File: src/rtl/fir_host_seq_if.sv
// Sample/result streams, FIR engine bus and frame status between the sequencer and its neighbours.
// The master modport is the sequencer's view; slave is the source/sink/engine side.
interface fir_host_seq_if #(
    parameter int DW = 16,
    parameter int AW = 16
);
    logic          go;
    logic          in_valid;
    logic [DW-1:0] in_data;
    logic          in_ready;
    logic          out_valid;
    logic [DW-1:0] out_data;
    logic          out_ready;
    logic [1:0]    fir_ctrl;
    logic [DW-1:0] fir_din;
    logic [AW-1:0] fir_addr;
    logic [DW-1:0] fir_dout;
    logic          fir_bsy;
    logic          busy;
    logic          done;
    logic          err;

    modport master (
        input  go, in_valid, in_data, out_ready, fir_dout, fir_bsy,
        output in_ready, out_valid, out_data, fir_ctrl, fir_din, fir_addr, busy, done, err
    );

    modport slave (
        output go, in_valid, in_data, out_ready, fir_dout, fir_bsy,
        input  in_ready, out_valid, out_data, fir_ctrl, fir_din, fir_addr, busy, done, err
    );
endinterface

File: src/rtl/fir_host_seq.sv
// FIR engine initiator: clear, load N samples, start, poll bsy, read N results out. go->in_ready 3 cycles.
// in_valid gaps stall the load and out_ready low stalls readback, both indefinitely; poll wait is bounded.
module fir_host_seq #(
    parameter int N       = 36,
    parameter int DW      = 16,
    parameter int AW      = 16,
    parameter int STRIDE  = 4,
    parameter int RD_LAT  = 2,
    parameter int TIMEOUT = 4096
) (
    input  logic           clk,
    input  logic           rst,
    fir_host_seq_if.master bus
);
    localparam int KW = $clog2(N + 1);
    localparam int PW = $clog2(TIMEOUT + 1);
    localparam int WW = $clog2(RD_LAT + 1);

    typedef enum logic [3:0] {
        IDLE, CLR, GAP, LOAD, LOAD0, START, STOP, SETTLE, POLL, RADDR, RWAIT, EMIT
    } state_t;

    state_t        state;
    logic [KW-1:0] k;
    logic [PW-1:0] pcnt;
    logic [WW-1:0] wcnt;
    logic [DW-1:0] s0;
    logic [AW-1:0] addr_k1;
    logic [AW-1:0] addr_k2;

    assign addr_k1 = AW'((32'(k) + 32'd1) * 32'(STRIDE));
    assign addr_k2 = AW'((32'(k) + 32'd2) * 32'(STRIDE));

    always_ff @(posedge clk) begin
        if (!rst) begin
            state         <= IDLE;
            k             <= '0;
            pcnt          <= '0;
            wcnt          <= '0;
            s0            <= '0;
            bus.fir_ctrl  <= 2'b00;
            bus.fir_din   <= '0;
            bus.fir_addr  <= '0;
            bus.in_ready  <= 1'b0;
            bus.out_valid <= 1'b0;
            bus.out_data  <= '0;
            bus.busy      <= 1'b0;
            bus.done      <= 1'b0;
            bus.err       <= 1'b0;
        end else begin
            bus.done <= 1'b0;
            case (state)
                IDLE: begin
                    if (bus.go) begin
                        bus.fir_ctrl <= 2'b10;
                        bus.busy     <= 1'b1;
                        bus.err      <= 1'b0;
                        state        <= CLR;
                    end
                end
                CLR: begin
                    bus.fir_ctrl <= 2'b00;
                    state        <= GAP;
                end
                GAP: begin
                    bus.in_ready <= 1'b1;
                    k            <= '0;
                    state        <= LOAD;
                end
                LOAD: begin
                    if (bus.in_valid && bus.in_ready) begin
                        bus.fir_din  <= bus.in_data;
                        bus.fir_addr <= addr_k1;
                        if (k == '0) begin
                            s0 <= bus.in_data;
                        end
                        if (k == KW'(N - 1)) begin
                            bus.in_ready <= 1'b0;
                            state        <= LOAD0;
                        end else begin
                            k <= k + 1'b1;
                        end
                    end
                end
                // Word 0 goes last so the engine sees every sample before the start pulse.
                LOAD0: begin
                    bus.fir_din  <= s0;
                    bus.fir_addr <= '0;
                    state        <= START;
                end
                START: begin
                    bus.fir_ctrl <= 2'b01;
                    state        <= STOP;
                end
                STOP: begin
                    bus.fir_ctrl <= 2'b00;
                    state        <= SETTLE;
                end
                SETTLE: begin
                    pcnt  <= '0;
                    state <= POLL;
                end
                // Read address is presented during RADDR, giving the engine RD_LAT+1 cycles before capture.
                POLL: begin
                    if (!bus.fir_bsy) begin
                        k            <= '0;
                        bus.fir_addr <= AW'(STRIDE);
                        state        <= RADDR;
                    end else if (pcnt == PW'(TIMEOUT - 1)) begin
                        bus.err  <= 1'b1;
                        bus.busy <= 1'b0;
                        state    <= IDLE;
                    end else begin
                        pcnt <= pcnt + 1'b1;
                    end
                end
                RADDR: begin
                    wcnt  <= '0;
                    state <= RWAIT;
                end
                RWAIT: begin
                    if (wcnt == WW'(RD_LAT - 1)) begin
                        bus.out_data  <= bus.fir_dout;
                        bus.out_valid <= 1'b1;
                        state         <= EMIT;
                    end else begin
                        wcnt <= wcnt + 1'b1;
                    end
                end
                EMIT: begin
                    if (bus.out_ready) begin
                        bus.out_valid <= 1'b0;
                        if (k == KW'(N - 1)) begin
                            bus.done <= 1'b1;
                            bus.busy <= 1'b0;
                            state    <= IDLE;
                        end else begin
                            k            <= k + 1'b1;
                            bus.fir_addr <= addr_k2;
                            state        <= RADDR;
                        end
                    end
                end
                default: state <= IDLE;
            endcase
        end
    end
endmodule

File: src/flat_wrapper.sv
// flat-port wrapper written by rule: the top's interface ports become plain ports
module fir_host_seq_flat 
#(
    parameter int N       = 36,
    parameter int DW      = 16,
    parameter int AW      = 16,
    parameter int STRIDE  = 4,
    parameter int RD_LAT  = 2,
    parameter int TIMEOUT = 4096
)
  (clk, rst, bus_go, bus_in_valid, bus_in_data, bus_out_ready, bus_fir_dout, bus_fir_bsy, bus_in_ready, bus_out_valid, bus_out_data, bus_fir_ctrl, bus_fir_din, bus_fir_addr, bus_busy, bus_done, bus_err);
  fir_host_seq_if #(.DW(DW), .AW(AW)) bus_i ();
  input  logic clk;
  input  logic rst;
  input wire logic [$bits(bus_i.go)-1:0] bus_go;
  input wire logic [$bits(bus_i.in_valid)-1:0] bus_in_valid;
  input wire logic [$bits(bus_i.in_data)-1:0] bus_in_data;
  input wire logic [$bits(bus_i.out_ready)-1:0] bus_out_ready;
  input wire logic [$bits(bus_i.fir_dout)-1:0] bus_fir_dout;
  input wire logic [$bits(bus_i.fir_bsy)-1:0] bus_fir_bsy;
  output wire logic [$bits(bus_i.in_ready)-1:0] bus_in_ready;
  output wire logic [$bits(bus_i.out_valid)-1:0] bus_out_valid;
  output wire logic [$bits(bus_i.out_data)-1:0] bus_out_data;
  output wire logic [$bits(bus_i.fir_ctrl)-1:0] bus_fir_ctrl;
  output wire logic [$bits(bus_i.fir_din)-1:0] bus_fir_din;
  output wire logic [$bits(bus_i.fir_addr)-1:0] bus_fir_addr;
  output wire logic [$bits(bus_i.busy)-1:0] bus_busy;
  output wire logic [$bits(bus_i.done)-1:0] bus_done;
  output wire logic [$bits(bus_i.err)-1:0] bus_err;
  assign bus_i.go = bus_go;
  assign bus_i.in_valid = bus_in_valid;
  assign bus_i.in_data = bus_in_data;
  assign bus_i.out_ready = bus_out_ready;
  assign bus_i.fir_dout = bus_fir_dout;
  assign bus_i.fir_bsy = bus_fir_bsy;
  assign bus_in_ready = bus_i.in_ready;
  assign bus_out_valid = bus_i.out_valid;
  assign bus_out_data = bus_i.out_data;
  assign bus_fir_ctrl = bus_i.fir_ctrl;
  assign bus_fir_din = bus_i.fir_din;
  assign bus_fir_addr = bus_i.fir_addr;
  assign bus_busy = bus_i.busy;
  assign bus_done = bus_i.done;
  assign bus_err = bus_i.err;
  fir_host_seq #(.N(N), .DW(DW), .AW(AW), .STRIDE(STRIDE), .RD_LAT(RD_LAT), .TIMEOUT(TIMEOUT)) u_core (.clk(clk), .rst(rst), .bus(bus_i));
endmodule
File: config.mk
export PLATFORM = sky130hd
export DESIGN_NAME = fir_host_seq_flat
export DESIGN_NICKNAME = d
export VERILOG_FILES = /design/src/rtl/fir_host_seq_if.sv /design/src/rtl/fir_host_seq.sv /design/src/flat_wrapper.sv
export SDC_FILE = /design/constraint.sdc
export NUM_CORES = 1
export LEC_CHECK = 0
export ABC_AREA = 0
export CORE_UTILIZATION = 54
export CTS_CLUSTER_DIAMETER = 40
export CTS_CLUSTER_SIZE = 16
export DETAILED_ROUTE_END_ITERATION = 10
export PLACE_DENSITY = 0.94
export SLEW_MARGIN = 20
export SYNTH_ARGS = -nofsm -noshare
export SYNTH_HDL_FRONTEND = slang
export SYNTH_SLANG_ARGS = --single-unit
File: constraint.sdc
create_clock -name clk -period 5.4 [get_ports clk]
set_input_delay 1.62 -clock clk [delete_from_list [all_inputs] [get_ports clk]]
set_output_delay 1.62 -clock clk [all_outputs]
set_load 0.01 [all_outputs]
==> results.toml, run 1 <==
[yosys]
synth.distinct_cells = 63
synth-edff-count = 0
syn_inst = 498
synth_warnings = 0
synth_flop_cell = "dfxtp_1"
seq_area_frac_synth_pct = 41.7
async_flop_share_pct = 0
syn_area_mm2 = 0.00418
syn-mean-instance-area_um2 = 8.39
synth.ff_latch_count = 87

[clock_network]
cts_max_path_buffers = 2
cts_resized = 0
cts_tree = "built"
clock_latency_ps = 370
h-tree-depth = 3
cts_buffers = 9
cts_setup_buffers = 0
cts_hold_buf = 0
cts_sinks = 87
root_buffer = "clkbuf_8"
cts.clk_slew.worst_paths_ps = 80

[floorplanning]
initial_utilization_pct = 56.7
ios = 93
core_region_area_mm2 = 0.00737
dieArea_mm2 = 0.00809
die_x_um = 89.9
die_height_um = 89.9
rows = 31

[timing]
period_needed_ps = 3620
slew_headroom_pct = 32.4
tightest_slew_ps = 1010
finalMaxSlewViolations = 0
setup_tns_ps = 0
period_share_pct = 67.0
clock_skew_ps = 13.2
setup_violations = 0
rsz0062_at_grt = "false"
setup_slack_ps = 1780
hold_viol_final = 0
max_freq_mhz = 276

[final_layout]
final_common_cell = "dfxtp_1"
n_antenna_cell = 0
final_core_util_pct = 70.7
fin_cells = 663
fin_area_mm2 = 0.00521
fillCellCount = 484
layout_common_cells = "dfxtp_1, clkdlybuf4s50_1, nand2_1"
nets = 602
drive_gt1_share_pct = 5.50
syn_to_final_growth_pct = 24.7

[detailed_routing]
wl_per_cell_um = 16.6
post_drt_via_cell_ratio = 6.07
drc = 0
drtIter0Drc = 464
drt.antenna.violating_nets = 0
vias = 4027
drt_wl_total_um = 11000
firstDrtPassIters = 6

[setup_path]
path_cells = "clkdlybuf4s50_1 -> clkinv_2 -> a2111oi_0"
slowest_stage = "clkinv_2"
critPathMaxFanout = 68
critical_path_arrival_ps = 3840
rrSetupSlack_ps = 2460
critical_path_buf_inv_count = 2
cp.required_ps = 5620
worstSetupPathType = "in2reg"
path_delay_family = "buffers and inverters"
cp-end-kind = "flop"
critPathLaunchType = "input port"
cp_num_cells = 3
ff2ff_path_depth = 6
cp_slowest_stage_delay_ps = 850

[place]
post-place-ws_ps = 1730
placed_cell_area_mm2 = 0.00495
io_buffers = 83
post-dp-hpwl_um = 6930
place_congestion = 0.887
dp.cells = 646

[global_route]
grt_usage_pct = 25.6
antenna_found_initial = 0
grt_pass1_wl_um = 17100
grt_pass1_vias = 3703
overflow = 0
grt_max_degree = 69

[power]
vdd_ir_drop_max_v = 0.000202
p_leak_nw = 1.96
p_per_area_mw_per_mm2 = 329

[run_status]
status = "finished, final reports clean"

[hold_path]
whs_path_depth = 2
hold_class = "reg2reg"

[run]
drv_cap = 0
metal layers:
metal	part of all wire (%)	GRT usage, %
met2	49	44.0
met1	40	31.2
met3	7.6	4.99
met5	0	0
met4	2.6	11.2
stage by stage:
step	hold WS [ps]	power [mW]
3_5_place_dp	446	1.17
3_3_place_gp	416	1.16
6_report	456	1.72
4_1_cts	457	1.70
2_1_floorplan	408	1.03
5_1_grt	485	1.78
cell families after synthesis:
family	count (synthesis)	share of synthesized area, %
flip-flops	87	41.7
buffers and inverters	51	5.93
AO/OA/AOI/OAI	114	17.6
multiplexers	33	7.94
adder cells (fa/ha/maj)	5	1.50
AND/OR/NAND/NOR	199	23.5
other	1	0.0898
XOR/XNOR	8	1.68
registers in the layout, indices dropped and copies added (netlist names), 4 cells and up:
name / cells
u_core.bus.out_data: 16
u_core.s0: 16
u_core.bus.fir_din: 16
u_core.state: 4
u_core.pcnt: 13
u_core.k: 6
u_core.bus.fir_addr: 7
cell type report:
class	instances	area (µm²)	share of cell area [%]
multi-input combinational	368	2220	42.6
sequential	87	1740	33.4
timing repair buffer	86	857	16.5
clock buffer	10	138	2.64
tap	99	124	2.38
clock inverter	6	103	1.97
inverter	7	27.5	0.529
power breakdown:
| part | internal, mW | switching (mW) | total [mW] | leakage [nW] |
|---|---|---|---|---|
| combinational | 0.192 | 0.245 | 0.436 | 1.14 |
| sequential | 0.683 | 0.0617 | 0.745 | 0.703 |
| clock | 0.280 | 0.254 | 0.534 | 0.120 |
| total | 1.16 | 0.560 | 1.72 | 1.96 |
synth_stat cells, types with 3 or more instances:
library cell	instances	area, µm²
dfxtp_1	87	1740
nand2_1	65	244
nor2_1	59	221
a21oi_1	42	210
mux2i_1	32	320
clkbuf_1	22	82.6
a211oi_1	18	135
o21ai_0	16	80.1
nand3_1	14	70.1
buf_4	10	75.1
buf_2	9	45.0
nor3_1	8	40.0
a22oi_1	6	45.0
and3_1	6	37.5
inv_1	6	22.5
nor2b_1	6	37.5
xor2_1	6	52.6
ha_1	5	62.6
a21o_1	4	30.0
nand2b_1	4	25.0
nand4_1	4	25.0
o31ai_1	4	30.0
or3_1	4	25.0
or4_1	4	30.0
a311oi_1	3	26.3
a31oi_1	3	18.8
nand3b_1	3	22.5
o22ai_1	3	18.8
worst paths after layout:
check,from,to
worst max-delay path,rst,u_core.state[2]$_SDFFE_PN0P_
worst min-delay path,u_core.pcnt[12]$_SDFFE_PN0P_,u_core.pcnt[12]$_SDFFE_PN0P_
worst min register to register,u_core.pcnt[12]$_SDFFE_PN0P_,u_core.pcnt[12]$_SDFFE_PN0P_
worst max register to register,u_core.state[1]$_SDFFE_PN0P_,u_core.s0[12]$_SDFFE_PN0P_
worst reg2reg max path: stages (launching register included):
cell and delay, ps:
dfxtp_1 1000, nand3b_2 410, nor2_4 630, nand4b_1 170
buf_4 260, mux2i_1 240, nor2_1 80
Power figures use the tool's default switching activity.
==> run 2, diff against run 1 <==
CORE_UTILIZATION = 46   (was 54)
PLACE_DENSITY = 0.86   (was 0.94)
clock period = 2.92 ns   (was 5.4 ns; I/O delays follow)
==> run 2 against run 1 <==
  * Hold slack got worse by 17 ps
  * Highest routed layer unchanged
  * Critical endpoint unchanged
  * Setup slack got worse by 1200 ps
  * Largest cell class unchanged
  * Power grew 75%
  * Largest power group unchanged
==> results.toml, run 2 (synthesis results as in run 1) <==
[global_route]
antenna_found_initial = 0
grt_pass1_vias = 3695
overflow = 0
grt_max_degree = 59
grt_pass1_wl_um = 16800
grt_usage_pct = 21.4

[floorplanning]
die_height_um = 97.3
core_region_area_mm2 = 0.00876
rows = 34
initial_utilization_pct = 47.7
die_x_um = 97.3
dieArea_mm2 = 0.00946
ios = 93

[clock_network]
cts_max_path_buffers = 2
clock_latency_ps = 370
h-tree-depth = 3
cts_sinks = 87
cts_buffers = 9
cts_setup_buffers = 0
cts.clk_slew.worst_paths_ps = 90
cts_tree = "built"
cts_hold_buf = 0
root_buffer = "clkbuf_8"
cts_resized = 0

[setup_path]
critPathMaxFanout = 4
r2r_end = "u_core.k[1]$_SDFFE_PN0P_"
critPathLaunchType = "input port"
ff2ff_path_depth = 6
critPathLaunch = "bus_in_valid"
worstSetupPathType = "in2reg"
critical_path_arrival_ps = 2560
cp-end-kind = "flop"
cp.required_ps = 3150
rrSetupSlack_ps = 700
r2r-start = "u_core.state[3]$_SDFFE_PN0P_"

[final_layout]
n_antenna_cell = 0
layout_common_cells = "dfxtp_1, clkdlybuf4s50_1, nand2_1"
final_common_cell = "dfxtp_1"
top_regs = "u_core.bus.fir_din (16), u_core.bus.out_data (16), u_core.s0 (16)"
drive_gt1_share_pct = 6.98
syn_to_final_growth_pct = 25.5
nets = 611
final_core_util_pct = 59.8

[run]
drv_cap = 0

[timing]
max_freq_mhz = 430
clock_skew_ps = 14.8
rsz0062_at_grt = "false"
hold_viol_final = 0
slew_headroom_pct = 58.4
tightest_slew_ps = 622
setup_slack_ps = 595
finalMaxSlewViolations = 0
period_needed_ps = 2320
period_share_pct = 79.6
setup_violations = 0
setup_tns_ps = 0

[place]
post-place-ws_ps = 289
place_congestion = 0.906
post-dp-hpwl_um = 7020
io_buffers = 83

[hold_path]
hold_class = "reg2reg"
min_to = "u_core.pcnt[12]$_SDFFE_PN0P_"
min-delay-start = "u_core.pcnt[12]$_SDFFE_PN0P_"
whs_path_depth = 2

[detailed_routing]
drt_wl_total_um = 9830
drc = 0
wl_per_cell_um = 14.4
vias = 3844
firstDrtPassIters = 5
drtIter0Drc = 246
drt.antenna.violating_nets = 0
post_drt_via_cell_ratio = 5.64

[run_status]
status = "finished, final reports clean"

[power]
p_per_area_mw_per_mm2 = 571
p_leak_nw = 1.98
vdd_ir_drop_max_v = 0.000347
==> run 2: worst max-delay path by stage <==
stage / to / depth (start not counted)
final: u_core.state[2]$_SDFFE_PN0P_ / 6
after global routing: u_core.k[1]$_SDFFE_PN0P_ / 6
after CTS: u_core.k[1]$_SDFFE_PN0P_ / 6
after detailed placement: u_core.k[1]$_SDFFE_PN0P_ / 6
after global placement: u_core.k[1]$_SDFFE_PN0P_ / 6
after floorplan: u_core.s0[0]$_SDFFE_PN0P_ / 7
==> run 2: metal layers <==
metal / up-vias / share of wire (%) / routed length (µm) / GRT usage, %
met4: 0 / 1.4 / 133 / 7.24
met3: 18 / 7.1 / 696 / 6.91
met2: 135 / 49 / 4820 / 36.6
met1: 1802 / 43 / 4180 / 25.2
li1: 1889 / - / - / -
met5: - / 0 / 0 / 0
==> run 2: through the flow <==
| step | cell area (µm²) | cells | hold WS, ps | total power [mW] |
|---|---|---|---|---|
| 6_report | 5240 | 681 | 439 | 3.00 |
| 5_1_grt | 5240 | 681 | 485 | 3.16 |
| 4_1_cts | 5240 | 681 | 440 | 3.00 |
| 3_5_place_dp | 5050 | 665 | 428 | 2.21 |
| 3_3_place_gp | 5050 | 665 | 416 | 2.18 |
| 2_1_floorplan | 4210 | 506 | 408 | 1.91 |
==> run 2: critical path, cell delays in order <==
cell and delay, ps:
clkdlybuf4s50_1 480, nand3b_1 200, and3_1 260, a31oi_1 260, nand2_1 90, a2111oi_0 390
==> run 2: area by class of cell <==
class | instances | area (µm²)
fillers | 705 | 3520
multi-input cells | 368 | 2220
flip-flops and latches | 87 | 1740
repair buffers | 95 | 933
clock buffers | 10 | 138
well taps | 108 | 135
clock inverters | 6 | 51.3
inverters | 7 | 26.3
==> run 2: power by group <==
group	switching, mW	internal (mW)
Clock	0.456	0.342
Sequential	0.0843	1.26
Combinational	0.464	0.385
==> run 3, diff against run 2 <==
clock period = 1.95 ns   (was 2.92 ns; I/O delays follow)
==> run 3 against run 2 <==
  * Sequential power grew 47%
  * Global-route usage grew 1.4 points
  * Core utilization grew 3.7 points
  * Non-clock buffer count grew 35
  * Sequential cell count is the same
  * Count of clock-buffer cells in the layout is the same
  * Register-to-register slack lost 630 ps
  * Setup slack lost 540 ps
  * Largest cell class unchanged
  * Largest power group unchanged
==> results.toml, run 3 (synthesis results as in run 1) <==
[run_status]
status = "finished, final reports clean"

[setup_path]
critPathMaxFanout = 2
path_delay_family = "buffers and inverters"
worstSetupPathType = "reg2out"
path_cells = "clkdlybuf4s50_1"
r2r-start = "u_core.state[2]$_SDFFE_PN0P_"
ff2ff_path_depth = 5
critical_path_buf_inv_count = 1
cp-endpoint = "bus_fir_din[12]"
rrSetupSlack_ps = 70
critPathLaunchType = "flop"
critical_path_arrival_ps = 1310
critPathLaunch = "u_core.bus.fir_din[12]$_SDFFE_PN0P_"
cp_slowest_stage_delay_ps = 560
r2r_end = "u_core.pcnt[7]$_SDFFE_PN0P_"
cp_num_cells = 1
cp.required_ps = 1360
slowest_stage = "clkdlybuf4s50_1"
cp-end-kind = "output port"

[power]
p_total_mw = 4.74
vdd_ir_drop_max_v = 0.000695
intPower_mw = 3.13
combPwrFrac_pct = 33.0
p_sw_mw = 1.60
pwr-share-clk_pct = 25.0
pwr-share-seq_pct = 42.0
p_leak_nw = 2.19
swShare_pct = 33.8
p_per_area_mw_per_mm2 = 851

[floorplanning]
core_region_area_mm2 = 0.00876
ios = 93
rows = 34
die_height_um = 97.3
die_x_um = 97.3
initial_utilization_pct = 47.7
dieArea_mm2 = 0.00946

[clock_network]
cts_tree = "built"
cts_resized = 0
clock_latency_ps = 370
cts.clk_slew.worst_paths_ps = 90
cts_setup_buffers = 0
cts_max_path_buffers = 2
root_buffer = "clkbuf_8"
cts_sinks = 87
cts_buffers = 9
cts_hold_buf = 0
h-tree-depth = 3

[timing]
period_needed_ps = 1890
period_share_pct = 97.0
clock_skew_ps = 8.16
max_freq_mhz = 529
whs_ps = 429
rsz0062_at_grt = "true"
finalMaxSlewViolations = 0
hold_viol_final = 0
setup_violations = 0

[final_layout]
final_common_cell = "dfxtp_1"
syn_to_final_growth_pct = 33.4
fin_cells = 716
n_antenna_cell = 0
fillCellCount = 683
nets = 646
drive_gt1_share_pct = 13.2
layout_common_cells = "dfxtp_1, clkdlybuf4s50_1, nand2_1"
top_regs = "u_core.bus.fir_din (16), u_core.bus.out_data (16), u_core.s0 (16)"

[place]
dp.cells = 700
place_congestion = 0.954
post-dp-hpwl_um = 7860
io_buffers = 83

[global_route]
grt_usage_pct = 22.8
grt_pass1_wl_um = 17900
antenna_found_initial = 0
grt_max_degree = 36
grt_pass1_vias = 3861
overflow = 0

[run]
drv_cap = 0

[hold_path]
min-delay-start = "u_core.pcnt[12]$_SDFFE_PN0P_"
hold_class = "reg2reg"

[detailed_routing]
drt.antenna.violating_nets = 0
firstDrtPassIters = 5
vias = 4019
wl_per_cell_um = 15.2
drtIter0Drc = 281
drt_wl_total_um = 10900
post_drt_via_cell_ratio = 5.61
drc = 0
run 3: cell types whose count changed in the layout (fill, tap and decap cells not counted), moves of 3 or more:
| cell | change |
|---|---|
| dfxtp_2 | +3 |
| dfxtp_1 | -3 |
| buf_4 | +30 |
| buf_12 | +4 |
run 3: layout make-up:
class / instances / area, µm² / share of cell area, %
clock buffer: 10 / 128 / 2.29
clock inverter: 6 / 52.6 / 0.943
inverter: 7 / 26.3 / 0.472
multi-input combinational: 368 / 2230 / 40.0
sequential: 87 / 1750 / 31.3
tap: 108 / 135 / 2.43
timing repair buffer: 130 / 1250 / 22.5
run 3: layer usage:
metal  share of wire, %  track usage [%]  up-vias
met1                 41             26.7     1887
met3                6.3             5.32       21
met4                1.6             7.24        0
met5                  0                0        -
met2                 51             41.0      146
li1                   -                -     1965
run 3: power by group through the flow:
stage | combinational [mW] | sequential [mW] | clock [mW]
floorplan | 0.818 | 2.04 | 0
global placement | 1.47 | 2.01 | 0
detailed placement | 1.51 | 2.02 | 0
CTS | 1.52 | 1.98 | 1.20
global route | 1.69 | 2.00 | 1.26
finish | 1.56 | 1.99 | 1.19
run 3: how the worst min path moves through the flow:
stage                     cells after the start  slack [ps]                            to
final                                         2         430  u_core.pcnt[12]$_SDFFE_PN0P_
after global routing                          2         440  u_core.pcnt[12]$_SDFFE_PN0P_
after CTS                                     2         430  u_core.pcnt[12]$_SDFFE_PN0P_
after detailed placement                      2         420  u_core.pcnt[12]$_SDFFE_PN0P_
after global placement                        2         420  u_core.pcnt[12]$_SDFFE_PN0P_
after floorplan                               2         410  u_core.pcnt[12]$_SDFFE_PN0P_
run 3: through the flow:
stage          util (%)  instance area, µm²  TNS [ps]  setup WS [ps]
3_3_place_gp       61.2                5370     -7350           -230
2_1_floorplan         -                4210         0            149
5_1_grt            63.6                5570     -15.0          -10.1
6_report           63.6                5570         0           59.4
4_1_cts            63.3                5550         0           21.8
3_5_place_dp       61.2                5370     -8930           -298
